[src/rtl/line_mem_ctrl.sv]
`default_nettype none
// ============================================================================
//  Module   : line_mem_ctrl
//  Purpose  : Moves one cache line (LINE_WORDS x 32-bit words) between a
//             cache-side request/response port and a single-beat, 32-bit
//             memory port.
//             - Fills (reads) go critical-word-first and wrap within the line.
//             - Writebacks always go in word order 0..3.
//             Each fill beat is stored in its own word slot, so the order in
//             which beats are issued does not affect the returned line.
//  Revision : 1.0  initial release
// ----------------------------------------------------------------------------
//  Ports
//    clk        in   1    rising-edge clock for all state
//    reset      in   1    synchronous, active-low reset
//    req_valid  in   1    cache presents a line request
//    req_write  in   1    1 = writeback, 0 = fill
//    req_addr   in   32   byte address of the requested word
//    req_wline  in   128  writeback line, word k in bits [32k+31:32k]
//    req_ready  out  1    controller is idle and accepts a request
//    rsp_valid  out  1    fill/writeback complete, response held
//    rsp_rline  out  128  fill line, same word packing as req_wline
//    rsp_ready  in   1    cache consumes the response
//    mem_re     out  1    memory read strobe
//    mem_we     out  1    memory write strobe
//    mem_hsel   out  1    memory select
//    mem_a      out  32   memory byte address (word aligned)
//    mem_wd     out  32   memory write data
//    mem_rd     in   32   memory read data, combinational from mem_a
//    mem_valid  in   1    memory accepts the current beat
// ============================================================================
module line_mem_ctrl #(
    parameter int LINE_WORDS = 4
) (
    input  logic                      clk,
    input  logic                      reset,
    input  logic                      req_valid,
    input  logic                      req_write,
    input  logic [31:0]               req_addr,
    input  logic [32*LINE_WORDS-1:0]  req_wline,
    output logic                      req_ready,
    output logic                      rsp_valid,
    output logic [32*LINE_WORDS-1:0]  rsp_rline,
    input  logic                      rsp_ready,
    output logic                      mem_re,
    output logic                      mem_we,
    output logic                      mem_hsel,
    output logic [31:0]               mem_a,
    output logic [31:0]               mem_wd,
    input  logic [31:0]               mem_rd,
    input  logic                      mem_valid
);

    localparam int c_LINE_BITS = 32 * LINE_WORDS;

    typedef enum logic [1:0] {
        ST_IDLE  = 2'd0,
        ST_READ  = 2'd1,
        ST_WRITE = 2'd2,
        ST_RESP  = 2'd3
    } state_t;

    // ------------------------------------------------------------------------
    // State
    // ------------------------------------------------------------------------
    state_t                  state_q, state_d;
    logic [1:0]              cnt_q,   cnt_d;     // completed beats
    logic [27:0]             addr_q,  addr_d;    // line address, req_addr[31:4]
    logic [1:0]              crit_q,  crit_d;    // critical word, req_addr[3:2]
    logic [c_LINE_BITS-1:0]  wline_q, wline_d;   // captured writeback line
    logic [c_LINE_BITS-1:0]  rline_q, rline_d;   // assembled fill line

    // Word slot of the beat currently on the bus. Fills start at the
    // critical word and wrap modulo 4 through the natural 2-bit overflow.
    logic [1:0]              w_beat;

    // Byte-offset bits of the request are irrelevant to a line transfer.
    logic                    w_unused_addr;
    assign w_unused_addr = &{1'b0, req_addr[1:0]};

    always_comb begin
        w_beat = cnt_q;
        if (state_q == ST_READ) begin
            w_beat = crit_q + cnt_q;
        end
    end

    // ------------------------------------------------------------------------
    // State register
    // ------------------------------------------------------------------------
    always_ff @(posedge clk) begin
        if (!reset) begin
            state_q <= ST_IDLE;
            cnt_q   <= 2'd0;
            addr_q  <= 28'd0;
            crit_q  <= 2'd0;
            wline_q <= '0;
            rline_q <= '0;
        end else begin
            state_q <= state_d;
            cnt_q   <= cnt_d;
            addr_q  <= addr_d;
            crit_q  <= crit_d;
            wline_q <= wline_d;
            rline_q <= rline_d;
        end
    end

    // ------------------------------------------------------------------------
    // Next state and outputs
    // ------------------------------------------------------------------------
    always_comb begin
        state_d   = state_q;
        cnt_d     = cnt_q;
        addr_d    = addr_q;
        crit_d    = crit_q;
        wline_d   = wline_q;
        rline_d   = rline_q;

        req_ready = 1'b0;
        rsp_valid = 1'b0;
        mem_re    = 1'b0;
        mem_we    = 1'b0;
        mem_hsel  = 1'b0;
        mem_a     = 32'd0;
        mem_wd    = 32'd0;

        case (state_q)
            ST_IDLE: begin
                req_ready = 1'b1;
                if (req_valid) begin
                    // Capture everything the transfer needs so later changes
                    // on req_* cannot disturb it.
                    addr_d  = req_addr[31:4];
                    crit_d  = req_addr[3:2];
                    wline_d = req_wline;
                    cnt_d   = 2'd0;
                    state_d = req_write ? ST_WRITE : ST_READ;
                end
            end

            ST_READ: begin
                mem_re   = 1'b1;
                mem_hsel = 1'b1;
                mem_a    = {addr_q, w_beat, 2'b00};
                if (mem_valid) begin
                    rline_d[32*w_beat +: 32] = mem_rd;
                    cnt_d = cnt_q + 2'd1;
                    if (cnt_q == 2'd3) begin
                        state_d = ST_RESP;
                    end
                end
            end

            ST_WRITE: begin
                mem_we   = 1'b1;
                mem_hsel = 1'b1;
                mem_a    = {addr_q, w_beat, 2'b00};
                mem_wd   = wline_q[32*w_beat +: 32];
                if (mem_valid) begin
                    cnt_d = cnt_q + 2'd1;
                    if (cnt_q == 2'd3) begin
                        state_d = ST_RESP;
                    end
                end
            end

            ST_RESP: begin
                // A writeback leaves rline_q untouched, so the response line
                // repeats whatever the last fill (or reset) left there.
                rsp_valid = 1'b1;
                if (rsp_ready) begin
                    state_d = ST_IDLE;
                end
            end

            default: begin
                state_d = ST_IDLE;
            end
        endcase
    end

    assign rsp_rline = rline_q;

endmodule
`default_nettype wire

[config.mk]
export PLATFORM = sky130hd
export DESIGN_NAME = line_mem_ctrl
export DESIGN_NICKNAME = d
export VERILOG_FILES = /design/src/rtl/line_mem_ctrl.sv
export SDC_FILE = /design/constraint.sdc
export NUM_CORES = 1
export LEC_CHECK = 0
export CAP_MARGIN = 20
export CORE_UTILIZATION = 51
export DETAILED_ROUTE_END_ITERATION = 10
export PLACE_DENSITY_LB_ADDON = 0.12
export SLEW_MARGIN = 20
export SYNTH_ARGS = -nofsm -noshare
export SYNTH_HDL_FRONTEND = slang
export SYNTH_SLANG_ARGS = --single-unit
[constraint.sdc]
create_clock -name clk -period 8.2 [get_ports clk]
set_input_delay 1.23 -clock clk [delete_from_list [all_inputs] [get_ports clk]]
set_output_delay 1.23 -clock clk [all_outputs]
set_load 0.02 [all_outputs]
# Yosys cells after proc, flatten, opt, wreduce, memory -nomap -nowiden

Index checks and enable logic that the tools add are counted.

Bits of input ports: 198
Logic and storage cells: 45
Output and inout bits: 197
Bits in registers: 290

Add/sub/neg operators: 3
Reduce and logical (&&, ||, !) cells: 7
Mux-type cells: 18
Equality and inequality tests: 8
Shift-type cells: 3

Operator list:

| kind                                                     | count |
|---|---|
| bitwise mux 128 bit                                      | 1 |
| variable shift 32 x 34 -> 128 bit (first input constant) | 1 |
| indexed part select 128 x 8 -> 32 bit                    | 1 |
| indexed part select 32 x 34 -> 128 bit                   | 1 |
| two-way mux 32 bit                                       | 2 |
| negation 7 -> 34 bit                                     | 1 |
| two-way mux 2 bit                                        | 8 |
| == test 2 bit (second input constant)                    | 3 |
| one-hot mux 2 bit (3 select lines)                       | 1 |
| two-way mux 1 bit                                        | 5 |
| != test 2 x 1 -> 1 bit (second input constant)           | 2 |
| != test 2 bit (second input constant)                    | 2 |
| one-hot mux 2 bit (2 select lines)                       | 1 |
| AND reduction 2 bit                                      | 2 |
| AND reduction 4 bit                                      | 1 |
| AND reduction 3 bit                                      | 1 |
| adder 2 x 1 -> 2 bit (second input constant)             | 1 |
| adder 2 bit                                              | 1 |
| == test 2 x 1 -> 1 bit (second input constant)           | 1 |
| logical NOT 2 bit                                        | 1 |
| nonzero test 2 bit                                       | 1 |
| OR reduction 2 bit                                       | 1 |

# Logic depth before layout (Yosys ltp)

Gate-level depths: netlist (run 1).

Word-level depth: 5
Mapped depth: 12
Mapped depth without buffers: 9

# Worst setup path after synthesis (run 1)

Ideal clock, no wire load.

Kind: reg2out
From: register state_q[1]
To: output port mem_wd[10]
Setup slack: 4.787 ns
Arrival time: 2.183 ns
Stages on the path, launching flop included: 9
Path buffers: 2
Cell sequence: dfxtp_1 inv_1 ha_1 buf_2 mux2i_4 nand2_1 a21oi_1 clkbuf_1 a221o_1

Word-level cells in the longest chain between the ends: 4

RTL lines:

| element                               | RTL line | RTL |
|---|---|---|
| from (decl)                           | 66       | `state_t state_q, state_d;` |
| from (signal assigned)                | 100      | `state_q <= state_d;` |
| == test 2 x 1 -> 1 bit                | 83       | `if (state_q == ST_READ) begin` |
| two-way mux 2 bit                     | 83       |  |
| indexed part select 128 x 8 -> 32 bit | 159      | `mem_wd = wline_q[32*w_beat +: 32];` |
| two-way mux 32 bit (*)                | 128      | `case (state_q)` |
| to (decl)                             | 49       | `output logic [31:0] mem_wd,` |

Mark *: on every way between the ends. The rest lies on a longest branch, timed or not.

# Worst setup path after layout (run 1)

From: register state_q[1]
To: output port mem_wd[0]

Same word-level chain as after synthesis.

==> metrics.md, run 1 <==
| Metric | Value |
|---|---|
| Status | `finished, final reports clean` |
| Fin. max-slew vios | `0` |
| Sw Pwr | `around 1.4 mW` |
| Reg power frac | `between 40% and 50%` |
| Boundary pin count | `just under 400` |
| Die area | `25620 sq um` |
| Clock power share | `around a third` |
| Die width | `roughly 160 um` |
| CP max stage delay | `approximately 0.80 ns` |
| Crit-path cells | `inv_1 > ha_2 > buf_4 > mux2i_4 > buf_4 > nand2_1 > a21oi_4 > a221o_1 > clkdlybuf4s50_1` |
| Initial antenna violation count | `8` |
| Clk root buf | `clkbuf_16` |
| EDFF count, synth | `0` |
| Resized cells post-CTS | `0` |
| Starting Density | `between 50% and 60%` |
| R2R Path Start | `state_q[1]` |
| Actual slew at the worst max-slew pin | `between 1 and 1.5 ns` |
| Global-route wire length before repair | `roughly 60 mm` |
| Pleak | `6.475 nW` |
| Footprint of the multi-input gates | `6384 sq um` |
| Most common cell type on the critical path | `buf_4` |
| Row Count | `57` |
| Ys async rst share | `0%` |
| Clock buffer count from CTS | `30` |
| Chip height | `approximately 160 um` |
| Wire length on met3 | `about 3.4 mm` |
| Synth Cell Area | `approximately 13000 sq um` |
| H-tree levels | `1` |
| CTS tree | `done` |
| Sequential fraction of the synthesis area | `between 40% and 50%` |
| Combinational Power Share | `roughly 27%` |
| Final wirelength | `39.55 mm` |
| Setup TNS Final | `0 ns` |
| Final setup viols | `0` |
| Pwr dens | `~240 nW/um^2` |
| Hpwl dp | `25.19 mm` |
| YS warnings | `0` |
| Worst Path Arrival | `about 4.6 ns` |
| Crit path buf inv count | `4` |
| Sink Count | `290` |
| Crit share post-route | `roughly 70%` |
| Yosys cell types | `38` |
| Mapped Cells | `around 1500` |
| Peak supply drop | `159.1 uV` |
| Total of max-cap violations | `0` |
| Hold path endpoint | `addr_q[25]` |
| Hold-fix buffers, CTS | `0` |
| Clk_lat worst skew | `approximately 0.56 ns` |
| Core footprint | `around 24000 sq um` |
| Top sig layer | `met5` |
| Via Count | `about 12000` |
| Met2 routed wirelength | `18.29 mm` |
| Crit-path slowest cell | `a21oi_4` |
| Vias in the first global route | `around 12000` |
| FF-to-FF End | `rsp_rline[17]` |
| Setup Skew | `approximately 0.014 ns` |
| WL met1 | `~16 mm` |
| CP Data Required Time | `6.97 ns` |
| Min cycle time layout | `between 5 and 6 ns` |
| Reg area | `about 5800 sq um` |
| Highest clock rate | `172.5 MHz` |
| Largest delay share family, worst path | `buffers and inverters` |
| Design internal power | `~2.8 mW` |
| Vias per cell | `5.595` |
| Synth Register Bits | `between 200 and 300` |
| Avg Inst Size Synth | `approximately 8.3 sq um` |
| All-layer global routing usage | `between 20% and 30%` |
| Final Util | `72.49%` |
| Fraction of layout cells with a size suffix above 1 | `between 4 and 5%` |
| Final ANT Viol Nets | `0` |
| CP startpoint kind | `register` |
| Post-CTS Repair Setup Buffers | `0` |
| DRT iter0 DRCs | `roughly 1100` |
| Total congestion overflow | `0` |
| Largest net degree at the start of global routing | `134` |
| Slew headroom | `approximately a quarter` |
| DR pass1 iterations | `5` |
| Critical hold path startpoint | `addr_q[25]` |
| Filler Cell Count | `between 1500 and 2000` |
| Sw frac | `between 30% and 40%` |
| # port buffers | `390` |
| Area growth syn-to-layout | `38.76%` |
| WS Path Type | `register to output port` |
| Max clock buf depth | `3` |
| Endpoint type of the worst setup path | `output port` |
| Clock Pin Slew Worst Setup and Hold Paths | `~0.060 ns` |
| Hold Path Class | `register to register` |
| Final net count | `about 2000` |
| Worst R2R Path Depth | `10` |
| DR DRC count | `0` |
| Reg2reg setup slack | `roughly 4.4 ns` |
| Average wire per cell in the routed design | `approximately 18 um` |
| Routability-driven placement congestion ratio | `around 0.82` |
| Crit Path Max Fanout | `72` |
| RSZ-0062 raised after global routing | `no` |
| Main synth FF type | `dfxtp_1` |
| Final Hold Viols | `0` |
| Hold Path Depth | `2` |
==> tightest hold or removal path, cell delays in order (launching register included) <==
cell	delay, ns
dfxtp_1	0.31
nand2_1	0.05
a21oi_1	0.05
==> synth_stat cells, types with 30 or more instances <==
cell type	count	share of area [%]
clkbuf_1	116	3.4
a22oi_1	32	1.9
a22o_1	32	2.2
nand3_1	35	1.4
and3_1	33	1.6
mux2i_1	66	5.2
nor2_1	38	1.1
a21oi_1	162	6.4
dfxtp_1	290	46
nand3b_1	34	2.0
nand2_1	480	14
and2_1	30	1.5
and3b_1	33	2.3
a221o_1	64	5.0
o2111ai_1	32	2.2
==> through the flow <==
stage          hold slack, ns  power, mW  std cells  worst slack (ns)  area [sq um]
2_1_floorplan          0.4317      2.426       1545             4.787         12750
3_3_place_gp           0.4376      2.828       2124             3.088         16630
3_5_place_dp           0.4433      2.857       2124             3.004         16630
4_1_cts                0.4521      4.223       2177             2.396         17640
5_1_grt                0.4673      4.416       2185             2.240         17680
6_report               0.4491      4.213       2185             2.403         17680
==> power by group through the flow <==
stage | clock network (mW) | registers (mW) | logic, mW
floorplan | 0 | 1.69 | 0.732
global placement | 0 | 1.71 | 1.12
detailed placement | 0 | 1.71 | 1.14
CTS | 1.39 | 1.69 | 1.15
global route | 1.46 | 1.71 | 1.25
finish | 1.37 | 1.69 | 1.15
==> cell families (layout without fill, tap and decap cells) <==
kind of cell	Yosys count	after routing	synth area share [%]
buffers and inverters	155	464	5.155
AOI/OAI and AO/OA	329	329	18.29
other	1	9	0.02943
adders and majority gates	9	9	0.8838
xor gates and xnor gates	2	2	0.1964
DFF	290	290	45.56
and+or+nand+nor	691	691	24.52
muxes	67	67	5.361
==> layout make-up <==
type,count,area share [%]
Tap cell,324,2.293
Antenna cell,7,0.09907
Clock inverter,10,0.4812
Sequential cell,290,32.86
Timing Repair Buffer,406,22.82
Clock buffer,43,5.208
Multi-Input combinational cell,1100,36.11
Inverter,5,0.1345
==> how the worst max path moves through the flow <==
stage          startpoint         end  slack (ns)  depth (start not counted)
2_1_floorplan  state_q[1]  mem_wd[10]        4.79                          8
3_3_place_gp   state_q[1]   mem_wd[0]        3.09                          9
3_5_place_dp   state_q[1]  mem_wd[10]        3.00                          9
4_1_cts        state_q[1]  mem_wd[10]        2.40                          9
5_1_grt        state_q[1]  mem_wd[10]        2.24                          9
6_report       state_q[1]   mem_wd[0]        2.40                          9
==> placed cells by master (no fill, tap or decap), drive strengths merged, types with 2 or more instances in the layout <==
cell / netlist / final
a2111oi: 2 / 2
a21oi: 162 / 162
a221o: 64 / 64
a22o: 32 / 32
a22oi: 32 / 32
and2: 30 / 30
and3: 33 / 33
and3b: 33 / 33
buf: 34 / 17
clkbuf: 116 / 43
clkdlybuf4s50: 0 / 389
clkinv: 0 / 6
clkinvlp: 0 / 2
conb: 1 / 2
dfxtp: 290 / 290
diode: 0 / 7
ha: 9 / 9
inv: 5 / 6
mux2i: 67 / 67
nand2: 480 / 480
nand3: 36 / 36
nand3b: 34 / 34
nor2: 38 / 38
nor2b: 3 / 3
nor3: 2 / 2
o2111ai: 32 / 32
o31ai: 2 / 2
==> state kept, by name (all words and copies together) (netlist names) <==
signal and count:
cnt_q 2, addr_q 28, crit_q 2, state_q 2, wline_q 128, rsp_rline 128
==> layer usage <==
metal  vias up  GRT usage [%]
met4         2          12.99
li1       5921              -
met3        78          8.416
met2       437          48.00
met1      5787          36.32
met5         -              0
No activity file was read; power rests on OpenSTA's default activity.
==> run 2, diff against run 1 <==
Settings changed: CORE_UTILIZATION 51 to 43.
Clock period 8.2 ns to 5.05 ns, I/O delays scaled along.
==> metrics.md, run 2 (synthesis gave the netlist of run 1 again) <==
| Metric | Value |
|---|---|
| DR pass1 iterations | `6` |
| Max clock buf depth | `3` |
| Die width | `~170 um` |
| Clk root buf | `clkbuf_16` |
| Design area | `around 18000 sq um` |
| Post-placement setup slack | `around 1.3 ns` |
| Crit share post-route | `86.16%` |
| Commonest cells after routing, fill and taps aside | `nand2_1, clkdlybuf4s50_1, dfxtp_1` |
| Global-route wire length before repair | `63.02 mm` |
| H-tree levels | `1` |
| Post-CTS Repair Setup Buffers | `0` |
| Peak supply drop | `280.3 uV` |
| CP startpoint kind | `register` |
| Pwr dens | `between 300 and 400 nW/um^2` |
| Hold-fix buffers, CTS | `0` |
| Average wire per cell in the routed design | `around 18 um` |
| Fin. max-slew vios | `0` |
| Final std cells w/o fill | `approximately 2200` |
| Row Count | `62` |
| FF-to-FF End | `rsp_rline[28]` |
| Worst Setup SP | `state_q[1]` |
| Starting Density | `roughly 44%` |
| Final wirelength | `approximately 41 mm` |
| Largest net degree at the start of global routing | `127` |
| Resized cells post-CTS | `0` |
| Final Hold Viols | `0` |
| Final ANT Viol Nets | `0` |
| Via Count | `12150` |
| Vias per cell | `approximately 5.4` |
| DRT iter0 DRCs | `approximately 810` |
| Crit-path slowest cell | `a21oi_4` |
| R2R Path Start | `state_q[1]` |
| Slew headroom | `~29%` |
| WS Path Type | `register to output port` |
| Worst Path Arrival | `approximately 3.6 ns` |
| PnR worst setup slack | `around 0.70 ns` |
| Initial antenna violation count | `3` |
| Critical hold path startpoint | `addr_q[8]` |
| Worst R2R Path Depth | `9` |
| DR DRC count | `0` |
| Chip height | `between 150 and 200 um` |
| Endpoint type of the worst setup path | `output port` |
| CP Data Required Time | `approximately 4.3 ns` |
| CP max stage delay | `between 0.8 and 0.9 ns` |
| Hold Path Class | `register to register` |
| Actual slew at the worst max-slew pin | `1.069 ns` |
| Final Util | `about three fifths` |
| Setup Skew | `0.007471 ns` |
| Crit-path cells | `inv_1 > ha_2 > mux2i_4 > nand2_1 > a21oi_4 > a221o_1 > clkdlybuf4s50_1` |
| Footprint of the multi-input gates | `around 6400 sq um` |
| Pleak | `around 6.6 nW` |
| All-layer global routing usage | `about 26%` |
| Min cycle time layout | `4.351 ns` |
| Filler Cell Count | `between 2000 and 2500` |
| Placed inst area | `between 15000 and 20000 sq um` |
| Vias in the first global route | `11560` |
| Fraction of layout cells with a size suffix above 1 | `around 5%` |
| Highest clock rate | `229.8 MHz` |
| Total of max-cap violations | `0` |
| Largest delay share family, worst path | `compound AO/OA/AOI/OAI gates` |
| Final setup viols | `0` |
| Boundary pin count | `~400` |
| # port buffers | `between 300 and 400` |
| Hold Path Depth | `2` |
| Setup TNS Final | `0 ns` |
| RSZ-0062 raised after global routing | `no` |
| Sink Count | `290` |
| Clk_lat worst skew | `between 0.5 and 0.6 ns` |
| Status | `finished, final reports clean` |
| CTS tree | `done` |
| Hold path endpoint | `addr_q[8]` |
| Area growth syn-to-layout | `40.54%` |
| Final net count | `between 2000 and 2500` |
| Routability-driven placement congestion ratio | `between 0.7 and 0.8` |
| Clock buffer count from CTS | `31` |
| Hpwl dp | `25.61 mm` |
| Crit path buf inv count | `2` |
| Placed insts | `~2200` |
| Worst hold slack | `around 0.45 ns` |
| Commonest non-fill, non-tap cell in the layout | `nand2_1` |
| Core footprint | `just under 30000 sq um` |
| Reg2reg setup slack | `1.82 ns` |
| Clock Pin Slew Worst Setup and Hold Paths | `approximately 0.060 ns` |
| Total Power | `between 7 and 8 mW` |
| Total congestion overflow | `0` |
| Die area | `around 30000 sq um` |
| Crit Path Max Fanout | `32` |
| Reg area | `approximately 5800 sq um` |
-- run 2: changes by cell type in the layout (fill, tap and decap cells not counted), sizes merged --
| cell | previous run | this run |
|---|---|---|
| buf | 17 | 21 |
| bufinv | 1 | 6 |
| clkbuf | 43 | 40 |
| clkinv | 6 | 8 |
| clkinvlp | 2 | 1 |
| diode | 7 | 2 |
| inv | 6 | 7 |
-- run 2: metal layers --
layer,GRT usage [%],part of all wire [%]
met3,7.502,8.7
met5,0,0.027
met4,8.370,2.8
met1,32.57,43
met2,41.60,46
-- run 2: final cells by class --
class	instances	share of cell area, %
Antenna cell	2	0.02795
Clock buffer	40	4.800
Clock inverter	17	1.369
Inverter	5	0.1327
Multi-Input combinational cell	1100	35.62
Sequential cell	290	32.44
Tap cell	384	2.683
Timing Repair Buffer	410	22.93
-- run 2: tightest hold or removal path, stage by stage (launching register included) --
cell	delay, ns
dfxtp_1	0.30
nand2_1	0.05
a21oi_1	0.05
-- run 2: worst max path at each step --
stage,slack (ns),cells after the start,to
after floorplan,2.11,8,mem_wd[10]
after global placement,1.34,7,mem_wd[31]
after global routing,0.55,7,mem_wd[31]
final,0.70,7,mem_wd[31]
after detailed placement,1.26,7,mem_wd[31]
after CTS,0.65,7,mem_wd[31]
-- run 2: report_power, final --
group	switching, mW	internal, mW	total [mW]
sequential	0.162	2.55	2.71
clock	0.953	1.50	2.46
combinational	1.23	0.696	1.93
total	2.35	4.75	7.10
